File: config.mk
export PLATFORM = sky130hd
export DESIGN_NAME = fmps_write_link
export DESIGN_NICKNAME = d
export VERILOG_FILES = /design/src/rtl/fmps_write_link.sv
export SDC_FILE = /design/constraint.sdc
export NUM_CORES = 1
export LEC_CHECK = 0
export BUFFER_PORTS_ARGS = -buffer_cell sky130_fd_sc_hd__buf_4
export CORE_MARGIN = 10
export CORE_UTILIZATION = 35
export DETAILED_ROUTE_END_ITERATION = 12
export GPL_TIMING_DRIVEN = 0
export SYNTH_ARGS = -nofsm -noshare
export SYNTH_HDL_FRONTEND = slang
export SYNTH_SLANG_ARGS = --single-unit
File: constraint.sdc
create_clock -name auroraClk -period 3 [get_ports auroraClk]
set_input_delay 0 -clock auroraClk [delete_from_list [all_inputs] [get_ports auroraClk]]
set_output_delay 0 -clock auroraClk [all_outputs]
set_load 0.03 [all_outputs]
File: src/rtl/fmps_write_link.sv
// FMPS cell link transmitter: captures one status sample per FA strobe
// and sends it as a header + data AXI-stream packet toward Aurora TX.
// Ports:
//   auroraClk/auroraReset                      clock, async active-high reset
//   FAstrobe                                   one-cycle packet request
//   fmpsEnabled/Index/Valid/ForwardBad/Data    sample fields
//   TVALID/TREADY/TLAST/TDATA                  AXI-stream master
//   busy                                       packet in flight
//   packetCount                                completed packets, wraps
//   overrunCount                               dropped strobes, saturates
module fmps_write_link #(
    parameter int INDEX_WIDTH = 5
) (
    input  logic                   auroraClk,
    input  logic                   auroraReset,
    input  logic                   FAstrobe,
    input  logic                   fmpsEnabled,
    input  logic [INDEX_WIDTH-1:0] fmpsIndex,
    input  logic                   fmpsValid,
    input  logic                   fmpsForwardBad,
    input  logic [29:0]            fmpsData,
    output logic                   TVALID,
    input  logic                   TREADY,
    output logic                   TLAST,
    output logic [31:0]            TDATA,
    output logic                   busy,
    output logic [15:0]            packetCount,
    output logic [15:0]            overrunCount
);

    typedef enum logic [1:0] {
        S_IDLE,
        S_HEADER,
        S_DATA
    } state_t;

    state_t      r_state;
    state_t      w_state_nxt;

    logic        r_tvalid;
    logic        r_tlast;
    logic [31:0] r_tdata;
    logic [31:0] r_dat_word;
    logic [15:0] r_pkt_cnt;
    logic [15:0] r_ovr_cnt;

    logic        w_tvalid_nxt;
    logic        w_tlast_nxt;
    logic [31:0] w_tdata_nxt;
    logic [31:0] w_dat_nxt;
    logic        w_pkt_inc;
    logic        w_accept;
    logic        w_drop;
    logic [31:0] w_hdr_word;
    logic [31:0] w_dat_word;

    // Words are formed from the live inputs only at capture time.
    always_comb begin
        w_hdr_word                     = '0;
        w_hdr_word[31:16]              = 16'hB6CF;
        w_hdr_word[15]                 = fmpsEnabled;
        w_hdr_word[10 +: INDEX_WIDTH]  = fmpsIndex;
        w_dat_word                     = {~fmpsValid, fmpsForwardBad, fmpsData};
    end

    assign w_accept = r_tvalid & TREADY;
    // The final-beat cycle is still non-idle, so a strobe there drops.
    assign w_drop   = FAstrobe & (r_state != S_IDLE);

    always_comb begin
        w_state_nxt  = r_state;
        w_tvalid_nxt = r_tvalid;
        w_tlast_nxt  = r_tlast;
        w_tdata_nxt  = r_tdata;
        w_dat_nxt    = r_dat_word;
        w_pkt_inc    = 1'b0;
        unique case (r_state)
            S_IDLE: begin
                if (FAstrobe) begin
                    w_state_nxt  = S_HEADER;
                    w_tvalid_nxt = 1'b1;
                    w_tlast_nxt  = 1'b0;
                    w_tdata_nxt  = w_hdr_word;
                    w_dat_nxt    = w_dat_word;
                end
            end
            S_HEADER: begin
                if (w_accept) begin
                    w_state_nxt = S_DATA;
                    w_tlast_nxt = 1'b1;
                    w_tdata_nxt = r_dat_word;
                end
            end
            S_DATA: begin
                if (w_accept) begin
                    w_state_nxt  = S_IDLE;
                    w_tvalid_nxt = 1'b0;
                    w_tlast_nxt  = 1'b0;
                    w_tdata_nxt  = '0;
                    w_pkt_inc    = 1'b1;
                end
            end
            default: begin
                w_state_nxt  = S_IDLE;
                w_tvalid_nxt = 1'b0;
                w_tlast_nxt  = 1'b0;
                w_tdata_nxt  = '0;
            end
        endcase
    end

    always_ff @(posedge auroraClk or posedge auroraReset) begin
        if (auroraReset) begin
            r_state <= S_IDLE;
        end else begin
            r_state <= w_state_nxt;
        end
    end

    always_ff @(posedge auroraClk or posedge auroraReset) begin
        if (auroraReset) begin
            r_tvalid   <= 1'b0;
            r_tlast    <= 1'b0;
            r_tdata    <= '0;
            r_dat_word <= '0;
            r_pkt_cnt  <= '0;
            r_ovr_cnt  <= '0;
        end else begin
            r_tvalid   <= w_tvalid_nxt;
            r_tlast    <= w_tlast_nxt;
            r_tdata    <= w_tdata_nxt;
            r_dat_word <= w_dat_nxt;
            if (w_pkt_inc) begin
                r_pkt_cnt <= r_pkt_cnt + 16'd1;
            end
            if (w_drop && (r_ovr_cnt != 16'hFFFF)) begin
                r_ovr_cnt <= r_ovr_cnt + 16'd1;
            end
        end
    end

    assign TVALID       = r_tvalid;
    assign TLAST        = r_tlast;
    assign TDATA        = r_tdata;
    assign busy         = (r_state != S_IDLE);
    assign packetCount  = r_pkt_cnt;
    assign overrunCount = r_ovr_cnt;

endmodule
==> run metrics <==
status=completed; initial antenna violation count=1; global-route wire length before repair=between 15000 and 20000 µm; number of setup violations in the final report=0; vias per cell=just under 5; Post-synth EDFFs=0; slowest CP cell=nor2_1; Post-Route WL=approximately 11000 µm; worst hold path class=input pin to flop; GRT Overall Usage=between 10 and 15%; CTS Buf Count=9; Port Buf Inserts=108; share of cells above drive strength 1=36.6%; CP required=between 3 and 4 ns; Largest stage delay, worst path=around 0.43 ns; CTS tree=built; cells along the critical path=buf_2 -> inv_1 -> nand2_1 -> nor2_1 -> clkbuf_1 -> a22o_1; PD cells=~1100 nW/µm²; clk slew on worst S/H paths=~0.070 ns; placed inst area=about 5200 µm²; Final min period=around 1.9 ns; Most Crowded Layer GR=met2; total negative slack=0 ns; Worst Setup Path Type=flop to flop; Routed WL per cell=about 16 µm; CTS max path bufs=2; Die Wd=130 µm; routability cong.=approximately 0.77; die area=16800 µm²; endpoint class of the critical path=flop; Max Slew Vio Count=0; gr ovfl total=0; Final Non-Filler Cells=~640; Critical Path Stages=6; register area share after synthesis=59.0%; clk root buf=clkbuf_16; r2r worst-path depth=6; row count=39; core area=around 12000 µm²; Worst VDD drop=roughly 530 µV; Layout area overhead=41.2%; WP buf/inv=3; DP Worst Slack=1.11 ns; CP Data Arrival Time=around 2.2 ns; total power=~6.3 mW; CTS H-tree lvls=3; Worst Hold Depth=3; final design area excluding fillers=around 5900 µm²; post-synth cell types=around 40; Startpoint Class=flop; Final Skew=0.00407 ns; Period Utilization, post-route=a little over three fifths; Final WS setup=between 1 and 1.5 ns; largest net degree at the start of global routing=53; Global Route met3 Usage=around 5.5%; dpl cells=between 500 and 600; final hold violation count=0; vias in the first global route=3330; ys async rst share=100%; HPWL Detailed=~7600 µm; die height=about 130 µm; main flop type after synthesis=dfrtp_1; #FFs+latches synth=slightly below 100; Synth Instances=341; Sink Count=99; postcts setup bufs=0; worst skew pair latency=0.34 ns; Initial Util=between 30 and 40%; syn_nets=385; DRC=0; slew margin rel.=between 50% and 60%; post-cts gate resize count=0; met1 GRT Util=around 16%; antenna violation net count after detailed routing=0; 1st-pass router iterations=4; Iteration-0 DRC Markers=175; RSZ-0062 raised after global routing=no; Synth Cell Area=~4200 µm²; GRT met2 Usage=between 15 and 20%; Max Cap Viol=0; Avg Cell Area, Syn=12.3 µm²; YS warnings=0; NumNets Final=about 540; Ports=109; leakage power=~2.8 nW; fmax=~530 MHz; Via Count=~3200; Least-Margin Pin Slew=between 0.6 and 0.7 ns; Largest delay share family, worst path=buffers and inverters; Critical Path Fanout Max=10
[through the flow]
step	utilization, %	hold slack, ns
after floorplan	-	0.0847
after global placement	44.9	0.171
after detailed placement	45.1	0.133
after CTS	51.2	0.0145
after global routing	51.2	0.0365
final	51.2	0.0325
[what timing repair did]
action                                  4_1_cts  5_1_grt
hold endpoints to repair                     81        0
endpoints found under the setup margin        0        0
hold buffers                                 34        0
[synth_stat cells, types with 3 or more instances]
library cell | n | area, µm²
and4_1 | 4 | 35.0
clkbuf_1 | 3 | 11.3
mux2i_1 | 6 | 60.1
nor3_1 | 3 | 15.0
buf_2 | 7 | 35.0
xor2_1 | 5 | 43.8
nor2_1 | 16 | 60.1
dfrtp_1 | 99 | 2480
inv_1 | 17 | 63.8
a22o_1 | 15 | 131
nand4b_1 | 3 | 26.3
o21ai_0 | 10 | 50.1
nand4_1 | 12 | 75.1
a21oi_1 | 16 | 80.1
nand2_1 | 25 | 93.8
nand3_1 | 10 | 50.1
xnor2_1 | 22 | 193
mux2_2 | 39 | 439
[metal layers]
| metal | part of all wire (%) | wire length, µm |
|---|---|---|
| met5 | 0 | 0 |
| met1 | 45 | 4740 |
| met4 | 1.1 | 112 |
| met3 | 8.5 | 896 |
| met2 | 46 | 4820 |
[logic make-up after synthesis]
group	Yosys count	synth area share, %
flip-flops	99	59.0
AND/OR/NAND/NOR	86	11.2
AO/OA/AOI/OAI	50	8.14
multiplexers	46	12.2
buffers and inverters	31	3.16
XOR/XNOR	27	5.63
adder cells (fa/ha/maj)	2	0.596
[worst register-to-register path, delay by kind of cell (launching register included)]
kind / cells / cell delay, ns
AO/OA/AOI/OAI: 1 / 0.21
flip-flops: 1 / 0.37
buffers and inverters: 3 / 0.69
AND/OR/NAND/NOR: 2 / 0.54
[report_power, final]
| group | internal, mW | switching (mW) |
|---|---|---|
| sequential | 1.87 | 0.330 |
| clock | 0.897 | 0.500 |
| combinational | 1.18 | 1.53 |
[final cells by class]
class	instances	area, µm²
Buffer	14	68.8
Clock inverter	7	140
Fill cell	1012	5640
Antenna cell	1	2.50
Tap cell	143	179
Timing Repair Buffer	143	1180
Sequential cell	99	2480
Multi-Input combinational cell	211	1590
Inverter	17	66.3
Clock buffer	9	225
[registers in the layout (all words and copies together), names as in the netlist]
signal / cells
TDATA: 32
r_dat_word: 32
overrunCount: 16
packetCount: 16
r_state: 2
TVALID: 1
[layout by cell type (no fill, tap or decap), types with 15 or more instances in the layout]
cell,Yosys,layout
buf_4,2,110
dfrtp_1,99,99
mux2_2,39,39
dlygate4sd3_1,0,34
nand2_1,25,25
xnor2_1,22,22
nor2_1,16,16
inv_1,17,16
a21oi_1,16,16
a22o_1,15,15
[worst paths after layout]
kind / from / end / slack (ns)
setup / recovery: r_state[1] / TDATA[1] / 1.12
hold / removal: TREADY / r_state[0] / 0.03
setup reg to reg: r_state[1] / TDATA[1] / 1.12
hold reg to reg: packetCount[15] / packetCount[15] / 0.47
max in group asynchronous: auroraReset / overrunCount[2] / 2.00
min in group asynchronous: auroraReset / r_dat_word[11] / 0.31
Power figures use the tool's default switching activity.
